**config.mk**
```make
export PLATFORM = sky130hd
export DESIGN_NAME = goa_pin_bridge
export DESIGN_NICKNAME = d
export VERILOG_FILES = /design/src/rtl/goa_bridge_pkg.sv /design/src/rtl/goa_sync_edge.sv /design/src/rtl/goa_pin_bridge.sv
export SDC_FILE = /design/constraint.sdc
export NUM_CORES = 1
export LEC_CHECK = 0
export ABC_AREA = 1
export BUFFER_PORTS_ARGS = -buffer_cell sky130_fd_sc_hd__clkbuf_2
export CAP_MARGIN = 20
export CELL_PAD_IN_SITES_DETAIL_PLACEMENT = 1
export CELL_PAD_IN_SITES_GLOBAL_PLACEMENT = 1
export CORE_MARGIN = 2
export CORE_UTILIZATION = 35
export DETAILED_ROUTE_END_ITERATION = 12
export PLACE_DENSITY = 0.7
export SLEW_MARGIN = 20
export SYNTH_ARGS = -nofsm -noshare
export SYNTH_HDL_FRONTEND = slang
export SYNTH_SLANG_ARGS = --single-unit
```
**constraint.sdc**
```tcl
create_clock -name clk -period 1.84 [get_ports clk]
set_input_delay 0.092 -clock clk [delete_from_list [all_inputs] [get_ports clk]]
set_output_delay 0.092 -clock clk [all_outputs]
set_load 0.005 [all_outputs]
```
**src/rtl/goa_bridge_pkg.sv**
```systemverilog
// Shared types and pin-map constants for the GOA pin bridge.
// Byte-count helper is used to size the serial shift registers.
package goa_bridge_pkg;

  typedef enum logic [2:0] {
    IDLE,
    ADDR,
    WDATA,
    WR_ISSUE,
    RD_ISSUE,
    READ_WAIT,
    RESP,
    ERROR
  } state_t;

  localparam int UIO_VALID      = 0;
  localparam int UIO_ACK        = 1;
  localparam int UIO_ABORT      = 2;
  localparam int UIO_READY      = 1;
  localparam int UIO_RESP_VALID = 2;
  localparam int UIO_ERROR      = 3;

  localparam logic [7:0] UIO_OE_MASK   = 8'h0E;
  localparam int         CMD_WRITE_BIT = 7;

  function automatic int bytes_for(input int bits);
    return (bits + 7) / 8;
  endfunction

endpackage

```
**src/rtl/goa_sync_edge.sv**
```systemverilog
// Multi-flop synchroniser for an asynchronous host pin followed by a
// rising-edge detector; rise is a one-cycle pulse in the clk domain.
module goa_sync_edge #(
  parameter int STAGES = 2
) (
  input  logic clk,
  input  logic rst_n,
  input  logic d,
  output logic rise
);

  logic [STAGES-1:0] sync_q;
  logic              last_q;

  always_ff @(posedge clk or negedge rst_n) begin
    if (!rst_n) begin
      sync_q <= '0;
      last_q <= 1'b0;
    end else begin
      sync_q <= {sync_q[STAGES-2:0], d};
      last_q <= sync_q[STAGES-1];
    end
  end

  assign rise = sync_q[STAGES-1] & ~last_q;

endmodule

```
**src/rtl/goa_pin_bridge.sv**
```systemverilog
// Byte-serial bridge from the TinyTapeout pin set to a wide register port.
// Host frames: command byte, address bytes, (write data bytes); MSB byte first.
module goa_pin_bridge
  import goa_bridge_pkg::*;
#(
  parameter int ADDR_WIDTH     = 8,
  parameter int DATA_WIDTH     = 32,
  parameter int SYNC_STAGES    = 2,
  parameter int TIMEOUT_CYCLES = 255
) (
  input  logic                  clk,
  input  logic                  rst_n,
  input  logic [7:0]            ui_in,
  input  logic [7:0]            uio_in,
  output logic [7:0]            uo_out,
  output logic [7:0]            uio_out,
  output logic [7:0]            uio_oe,
  output logic [ADDR_WIDTH-1:0] reg_addr,
  output logic [DATA_WIDTH-1:0] reg_wdata,
  output logic                  reg_wen,
  output logic                  reg_ren,
  input  logic [DATA_WIDTH-1:0] reg_rdata,
  input  logic                  reg_rvalid
);

  localparam int AB   = bytes_for(ADDR_WIDTH);
  localparam int DB   = bytes_for(DATA_WIDTH);
  localparam int ABW  = AB * 8;
  localparam int DBW  = DB * 8;
  localparam int TO_W = $clog2(TIMEOUT_CYCLES + 1);

  state_t          state;
  logic [3:0]      byte_cnt;
  logic [TO_W-1:0] to_cnt;
  logic [ABW-1:0]  addr_sr;
  logic [DBW-1:0]  wdata_sr;
  logic [DBW-1:0]  rdata_sr;
  logic [DBW-1:0]  rdata_ext;
  logic [DBW-1:0]  rdata_next;
  logic [7:0]      uo_byte;
  logic            is_write;
  logic            ready;
  logic            resp_valid;
  logic            error;

  logic valid_rise;
  logic ack_rise;
  logic abort_rise;
  logic accept;
  logic unused_uio;

  goa_sync_edge #(.STAGES(SYNC_STAGES)) u_sync_valid (
    .clk(clk), .rst_n(rst_n), .d(uio_in[UIO_VALID]), .rise(valid_rise)
  );
  goa_sync_edge #(.STAGES(SYNC_STAGES)) u_sync_ack (
    .clk(clk), .rst_n(rst_n), .d(uio_in[UIO_ACK]), .rise(ack_rise)
  );
  goa_sync_edge #(.STAGES(SYNC_STAGES)) u_sync_abort (
    .clk(clk), .rst_n(rst_n), .d(uio_in[UIO_ABORT]), .rise(abort_rise)
  );

  assign unused_uio = ^uio_in[7:3];
  assign accept     = valid_rise & ready;
  assign rdata_ext  = DBW'(reg_rdata);
  assign rdata_next = rdata_sr << 8;

  function automatic logic [ABW-1:0] shift_addr(input logic [ABW-1:0] cur,
                                                input logic [7:0] b);
    logic [ABW-1:0] t;
    t      = cur << 8;
    t[7:0] = b;
    return t;
  endfunction

  function automatic logic [DBW-1:0] shift_data(input logic [DBW-1:0] cur,
                                                input logic [7:0] b);
    logic [DBW-1:0] t;
    t      = cur << 8;
    t[7:0] = b;
    return t;
  endfunction

  always_ff @(posedge clk or negedge rst_n) begin
    if (!rst_n) begin
      state      <= IDLE;
      byte_cnt   <= '0;
      to_cnt     <= '0;
      addr_sr    <= '0;
      wdata_sr   <= '0;
      rdata_sr   <= '0;
      uo_byte    <= '0;
      is_write   <= 1'b0;
      ready      <= 1'b0;
      resp_valid <= 1'b0;
      error      <= 1'b0;
      reg_wen    <= 1'b0;
      reg_ren    <= 1'b0;
    end else begin
      reg_wen <= 1'b0;
      reg_ren <= 1'b0;
      if (abort_rise) begin
        // Abort beats everything, including a byte strobe in the same cycle.
        state      <= IDLE;
        byte_cnt   <= '0;
        uo_byte    <= '0;
        ready      <= 1'b1;
        resp_valid <= 1'b0;
        error      <= 1'b0;
      end else begin
        case (state)
          IDLE: begin
            ready <= 1'b1;
            if (accept) begin
              if (ui_in[6:0] != 7'd0) begin
                state <= ERROR;
                ready <= 1'b0;
                error <= 1'b1;
              end else begin
                is_write <= ui_in[CMD_WRITE_BIT];
                byte_cnt <= '0;
                state    <= ADDR;
              end
            end
          end
          ADDR: begin
            if (accept) begin
              addr_sr <= shift_addr(addr_sr, ui_in);
              if (byte_cnt == 4'(AB - 1)) begin
                byte_cnt <= '0;
                if (is_write) begin
                  state <= WDATA;
                end else begin
                  state <= RD_ISSUE;
                  ready <= 1'b0;
                end
              end else begin
                byte_cnt <= byte_cnt + 4'd1;
              end
            end
          end
          WDATA: begin
            if (accept) begin
              wdata_sr <= shift_data(wdata_sr, ui_in);
              if (byte_cnt == 4'(DB - 1)) begin
                byte_cnt <= '0;
                state    <= WR_ISSUE;
                ready    <= 1'b0;
              end else begin
                byte_cnt <= byte_cnt + 4'd1;
              end
            end
          end
          WR_ISSUE: begin
            reg_wen <= 1'b1;
            state   <= IDLE;
            ready   <= 1'b1;
          end
          RD_ISSUE: begin
            reg_ren <= 1'b1;
            to_cnt  <= '0;
            state   <= READ_WAIT;
          end
          READ_WAIT: begin
            // The first cycle here coincides with the reg_ren pulse.
            if (reg_rvalid) begin
              rdata_sr   <= rdata_ext;
              uo_byte    <= rdata_ext[DBW-1 -: 8];
              resp_valid <= 1'b1;
              byte_cnt   <= '0;
              state      <= RESP;
            end else if (to_cnt == TO_W'(TIMEOUT_CYCLES - 1)) begin
              error <= 1'b1;
              state <= ERROR;
            end else begin
              to_cnt <= to_cnt + 1'b1;
            end
          end
          RESP: begin
            if (ack_rise) begin
              if (byte_cnt == 4'(DB - 1)) begin
                state      <= IDLE;
                resp_valid <= 1'b0;
                uo_byte    <= '0;
                ready      <= 1'b1;
              end else begin
                byte_cnt <= byte_cnt + 4'd1;
                rdata_sr <= rdata_next;
                uo_byte  <= rdata_next[DBW-1 -: 8];
              end
            end
          end
          ERROR: begin
            error <= 1'b1;
            ready <= 1'b0;
          end
          default: begin
            state <= IDLE;
          end
        endcase
      end
    end
  end

  assign reg_addr  = addr_sr[ADDR_WIDTH-1:0];
  assign reg_wdata = wdata_sr[DATA_WIDTH-1:0];
  assign uo_out    = uo_byte;
  assign uio_oe    = UIO_OE_MASK;

  always_comb begin
    uio_out                 = 8'h00;
    uio_out[UIO_READY]      = ready;
    uio_out[UIO_RESP_VALID] = resp_valid;
    uio_out[UIO_ERROR]      = error;
  end

endmodule

```
Word level (Yosys, flattened, before mapping)
Index checks and enable logic that the tools add are counted.
Word-level totals
  flip-flop bits (word level): 102
  logic and storage cells: 141
  bits of input ports: 51
  output and inout bits: 66
Operators by class
  add/sub/neg operators: 2
  reductions and logical operators: 21
  mux-type cells: 61
  equal/unequal tests: 29
  bitwise operators: 9
Operator list (count)
  2-to-1 mux 24 bit: 3
  2-to-1 mux 8 bit: 6
  one-hot mux 24 bit (2 select lines): 1
  != test 3 bit, second input constant: 14
  2-to-1 mux 4 bit: 10
  2-to-1 mux 3 bit: 12
  one-hot mux 8 bit (2 select lines): 2
  2-to-1 mux 1 bit: 22
  one-hot mux 3 bit (7 select lines): 1
  one-hot mux 4 bit (5 select lines): 1
  AND reduction 8 bit: 2
  nonzero test 7 bit: 2
  == test 3 bit, second input constant: 4
  AND reduction 4 bit: 3
  != test 2 bit, second input constant: 5
  AND reduction 5 bit: 2
  AND reduction 3 bit: 3
  AND reduction 9 bit: 1
  adder 8 x 1 -> 8 bit, second input constant: 1
  == test 8 bit, second input constant: 1
  nonzero test 8 bit: 1
  == test 3 x 2 -> 1 bit, second input constant: 2
  one-hot mux 1 bit (6 select lines): 1
  nonzero test 6 bit: 1
  other kinds (13): 21

Longest topological paths before layout
  word-level depth: 6
  mapped depth: 11
  mapped depth without buffers: 11

Cells and area by module
From an unflattened synthesis, not the netlist that was laid out.
Second synthesis, totals
  cell total of the unflattened synthesis: 555
  area, all modules: 5021.1 um^2
By module, submodules not included
  goa_pin_bridge: area each 4765.8 um^2, times used 1, sequential area each 2327.2 um^2, cells an instance 540
  goa_sync_edge: area each 85.1 um^2, times used 3, sequential area each 75.1 um^2, cells an instance 5

Worst setup path before layout
Ideal clock, no wire load.
  path kind: reg2reg
  from: register byte_cnt[0]
  to: register rdata_sr[2]
  slack: 311 ps
  required time: 1723 ps
  clock period less this slack: 1529 ps
  arrival: 1411 ps
  path buffers: 1
  cell stages (with the launch flop): 9
  setup time: 117 ps
  cell sequence: dfrtp_1 ha_1 nand3_1 nor2_1 nor2_2 nand2_4 buf_6 nand2_1 o21ai_2
On the way
  cells in the longest elaborated chain, start to end: 3
RTL lines
  start: declaration: line goa_pin_bridge.sv:33  | logic [3:0] byte_cnt;
  start signal: assignment: line goa_pin_bridge.sv:137  | byte_cnt <= byte_cnt + 4'd1;
  start signal: assignment: line goa_pin_bridge.sv:149  | byte_cnt <= byte_cnt + 4'd1;
  start signal: assignment: line goa_pin_bridge.sv:186  | byte_cnt <= byte_cnt + 4'd1;
  == test 4 x 2 -> 1 bit: line goa_pin_bridge.sv:180  | if (byte_cnt == 4'(DB - 1)) begin
  != test 2 bit (no source line)
  AND reduction 5 bit (no source line)
  end signal: assignment: line goa_pin_bridge.sv:166  | rdata_sr <= rdata_ext;
  end signal: assignment: line goa_pin_bridge.sv:187  | rdata_sr <= rdata_next;
  end: declaration: line goa_pin_bridge.sv:37  | logic [DBW-1:0] rdata_sr;
Every way passes these cells.
A chain may end at the register's enable or synchronous reset.

Worst setup path in the final report
  from: register state[0]
  to: register byte_cnt[2]
On the way
  cells in the longest elaborated chain, start to end: 3
  elaborated cells between the ends (all ways): 16
  those cells by class: eq/ne (11); mux (2); reduce/logical (3)
RTL lines
  start: declaration: line goa_pin_bridge.sv:32  | state_t state;
  start signal: assignment: line goa_pin_bridge.sv:85  | state <= IDLE;
  start signal: assignment: line goa_pin_bridge.sv:103  | state <= IDLE;
  start signal: assignment: line goa_pin_bridge.sv:115  | state <= ERROR;
  == test 3 bit, or another cell as far along: line goa_pin_bridge.sv:110  | case (state)
  nonzero test 6 bit (no source line), or another cell as far along
  AND reduction 8 bit (no source line) / 2-to-1 mux 4 bit (equally long branches)
Several ways; a longest one is shown, not always the timed one.

==> flow_summary.json <==
{
  "status": "complete, no violations",
  "synthesized_flop_and_latch_total": 102,
  "number_of_enable_type_register_cells_in_the_synthesized_netlist": 0,
  "synth_cells": 634,
  "worst-r2r-setup-slack_ps": 140,
  "post_drt_wl_per_cell_um": 13.8,
  "final.period_utilization": 0.924,
  "post-synth-top-count-cell": "sky130_fd_sc_hd__nand2_1",
  "ir_drop_uv": 591,
  "drv.max_cap_violation_count": 0,
  "finish.utilization": 0.440,
  "max_slew.worst_pin.slew_ps": 540,
  "drive_gt1_frac": 0.229,
  "port_buffers": 98,
  "routed-via-count": 4390,
  "synth-async-reset-ratio": 1.00,
  "areaGrowthSynthToFinish_pct": 22.0,
  "power_density_mw_per_mm2": 1480,
  "grt_pass1_wl_um": 20800,
  "detail_route.first_pass.iterations": 4,
  "setup_tns_final_ps": 0,
  "ys.flop_type": "sky130_fd_sc_hd__dfrtp_1",
  "power.leakage_uw": 0.00335,
  "critical-path-max-stage-delay_ps": 470,
  "clock_tree.buffer_depth": 2,
  "critical_path_required_ps": 2080,
  "setup.worst_path.end_class": "flip-flop",
  "ctsRootBufferMaster": "sky130_fd_sc_hd__clkbuf_16",
  "p_int_uw": 5430,
  "met1Wirelength_um": 5970,
  "worst_hold_path.num_cells": 3,
  "drv_slew": 0,
  "setup_repair_after_global_routing_missed_its_margin": "yes",
  "cell_count_of_the_worst_reg_to_reg_path": 9,
  "portion_of_total_power_attributed_to_sequential_cells": 0.403,
  "synth.largest_area_cell": "sky130_fd_sc_hd__dfrtp_1",
  "finClkSkew_ps": 5.71,
  "wl_met2_um": 6290,
  "detail_route.vias_per_cell": 4.72,
  "sw_frac_of_total": 0.405,
  "final_period_minus_worst_setup_slack_ps": 1700,
  "critical_path.top_delay_family": "simple AND/OR/NAND/NOR gates",
  "grt_util_all_layers": 0.173,
  "netlist_area_sq_mm": 0.00504,
  "worst_path_cell_chain": "inv_2 -> nand2_1 -> nor2_4 -> nand3_1 -> nand2_1 -> nor2_4 -> nand2_1 -> nand2_1 -> nand2_1",
  "die_height_um": 124,
  "diodes": 0,
  "yosysUniqueCellTypes": 32,
  "route.met3.wl_um": 386,
  "worstPathMaxFanout": 7,
  "cts_max_level": 3,
  "post_synthesis_sequential_area_ratio": 0.506,
  "cts.clk_slew.worst_paths_ps": 70,
  "timing_worst_setup_path_type": "reg2reg",
  "timing.rr.start": "state[0]",
  "post-dp-hpwl_um": 9180,
  "timing.critical_path.mode_cell": "sky130_fd_sc_hd__nand2_1",
  "placeableCoreArea_sq_mm": 0.0140,
  "tritoncts": "yes",
  "number_of_warnings_printed_during_yosys_synthesis": 0,
  "synthTopCellsByArea": "sky130_fd_sc_hd__dfrtp_1 (51%), sky130_fd_sc_hd__nand2_1 (16%), sky130_fd_sc_hd__o21ai_0 (5.3%), sky130_fd_sc_hd__nand3_1 (4.5%), sky130_fd_sc_hd__nor2_1 (3.9%)",
  "floorplan.initialDensity": 0.361,
  "finalSetupViolCount": 0,
  "worstReg2RegEnd": "byte_cnt[2]",
  "p_sw_uw": 3700,
  "hold_path_class": "in2reg",
  "drc_errors": 0,
  "num_rows": 43,
  "netlist.area_leader.share": 0.506,
  "min_to": "is_write",
  "avgSynthCellArea_sq_um": 7.96,
  "finish.net_count": 800,
  "synth.top_cells.by_count": "sky130_fd_sc_hd__nand2_1 (220), sky130_fd_sc_hd__dfrtp_1 (102), sky130_fd_sc_hd__nor2_1 (53), sky130_fd_sc_hd__o21ai_0 (53), sky130_fd_sc_hd__inv_1 (47)",
  "grt_start_max_net_pins": 103,
  "design.die.area_sq_mm": 0.0154,
  "detail_route.iter0.violations": 186,
  "clk_latency_ps": 360,
  "fp.dieW_um": 124,
  "max_slew_margin": 0.640,
  "worst_hold_launch": "ui_in[7]",
  "postRouteAntennaNets": 0,
  "maxClockFrequency_ghz": 0.588,
  "grt.overflow.total": 0,
  "worst_setup_path_start_kind": "flip-flop",
  "globalplace.congestion": 0.813,
  "vias_in_the_first_global_route": 4273,
  "tritoncts.num_buffers": 9,
  "drt-total-wl_um": 12900,
  "clkPwrFrac": 0.200,
  "cp.buffers_inverters": 1,
  "top_routing_layer_in_use": "met4",
  "grt_antenna_before_repair": 0,
  "tritoncts_num_sinks": 102,
  "final.hold.worst_slack_ps": 20.8,
  "pin_count": 117,
  "filler_cell_count": 1736,
  "power.share.combinational": 0.398,
  "final_hold_viol_count": 0,
  "worstPathArrival_ps": 1940,
  "critical_path.slowest_cell": "sky130_fd_sc_hd__dfrtp_2"
}
kinds of logic after synthesis:
group           Yosys count  share of synthesized area
buf+inv                  91                     0.0928
xor+xnor                  2                    0.00347
other cells               2                    0.00149
simple gates            341                      0.285
flops                   102                      0.506
compound gates           92                      0.101
fa+ha+maj                 4                    0.00992
stage by stage:
| step | power, uW | cell area (sq um) | worst slack, ps | std cells |
|---|---|---|---|---|
| after global placement | 6990 | 5670 | 77.5 | 898 |
| after CTS | 9090 | 6080 | 34.1 | 926 |
| after global routing | 9930 | 6150 | -39.0 | 930 |
| after floorplan | 5960 | 5080 | 311 | 645 |
| after detailed placement | 7190 | 5670 | -13.8 | 898 |
| final | 9120 | 6150 | 141 | 930 |
state kept, by name (all words and copies together), names as in the netlist, 3 cells and up:
| name | flops |
|---|---|
| reg_wdata | 32 |
| rdata_sr | 24 |
| reg_addr | 8 |
| to_cnt | 8 |
| uo_out | 8 |
| byte_cnt | 4 |
| state | 3 |
power groups by stage:
| stage | combinational, uW | sequential (uW) | clock [uW] |
|---|---|---|---|
| detailed placement | 3470 | 3710 | 0 |
| global placement | 3330 | 3660 | 0 |
| floorplan | 2410 | 3550 | 0 |
| CTS | 3520 | 3680 | 1890 |
| finish | 3630 | 3670 | 1820 |
| global route | 4170 | 3790 | 1970 |
what timing repair did:
| item | in CTS | in global routing |
|---|---|---|
| resized for setup | 2 | 13 |
| pin swaps | 0 | 1 |
| endpoints found under the hold margin | 113 | 0 |
| endpoints found under the setup margin | 4 | 44 |
| buffers inserted | 0 | 4 |
| hold buffers | 12 | 0 |
cell usage in the layout, fill, tap and decap left out, types with 6 or more instances in the layout:
master and n:
sky130_fd_sc_hd__nor2_4 6, sky130_fd_sc_hd__nand3_1 44, sky130_fd_sc_hd__nand2_2 7, sky130_fd_sc_hd__o21ai_0 53, sky130_fd_sc_hd__clkbuf_2 97, sky130_fd_sc_hd__o21ai_2 8, sky130_fd_sc_hd__inv_1 46, sky130_fd_sc_hd__clkbuf_16 9
sky130_fd_sc_hd__nor2_1 50, sky130_fd_sc_hd__dfrtp_1 99, sky130_fd_sc_hd__a21oi_1 21, sky130_fd_sc_hd__buf_4 19, sky130_fd_sc_hd__dlygate4sd3_1 12, sky130_fd_sc_hd__conb_1 13, sky130_fd_sc_hd__nand2_1 218
how the worst max path moves through the flow:
stage,start,to,slack [ps],depth (start not counted)
final,state[0],byte_cnt[2],140,9
after global routing,state[0],byte_cnt[2],-40,10
after CTS,state[2],reg_addr[3],30,5
after detailed placement,state[0],reg_addr[3],-10,5
after global placement,u_sync_abort.last_q,byte_cnt[3],80,10
after floorplan,byte_cnt[0],rdata_sr[2],310,8
layout make-up:
type / count / area, sq um / share of cell area
clock inverters: 7 / 56.3 / 0.00915
flip-flops and latches: 102 / 2560 / 0.415
inverters: 50 / 193 / 0.0313
repair buffers: 130 / 788 / 0.128
clock buffers: 9 / 225 / 0.0366
multi-input cells: 452 / 2110 / 0.343
well taps: 180 / 225 / 0.0366
metal layers:
layer | vias to the layer above | track usage
met5 | - | 0
met4 | 0 | 0.0625
met3 | 16 | 0.0321
met2 | 71 | 0.291
met1 | 2110 | 0.223
li1 | 2193 | -
worst reg2reg max path, stage by stage (launching register included):
cell	delay, ps
sky130_fd_sc_hd__dfrtp_2	470
sky130_fd_sc_hd__inv_2	80
sky130_fd_sc_hd__nand2_1	130
sky130_fd_sc_hd__nor2_4	60
sky130_fd_sc_hd__nand3_1	130
sky130_fd_sc_hd__nand2_1	130
sky130_fd_sc_hd__nor2_4	240
sky130_fd_sc_hd__nand2_1	170
sky130_fd_sc_hd__nand2_1	100
sky130_fd_sc_hd__nand2_1	70
Power figures use the tool's default switching activity.
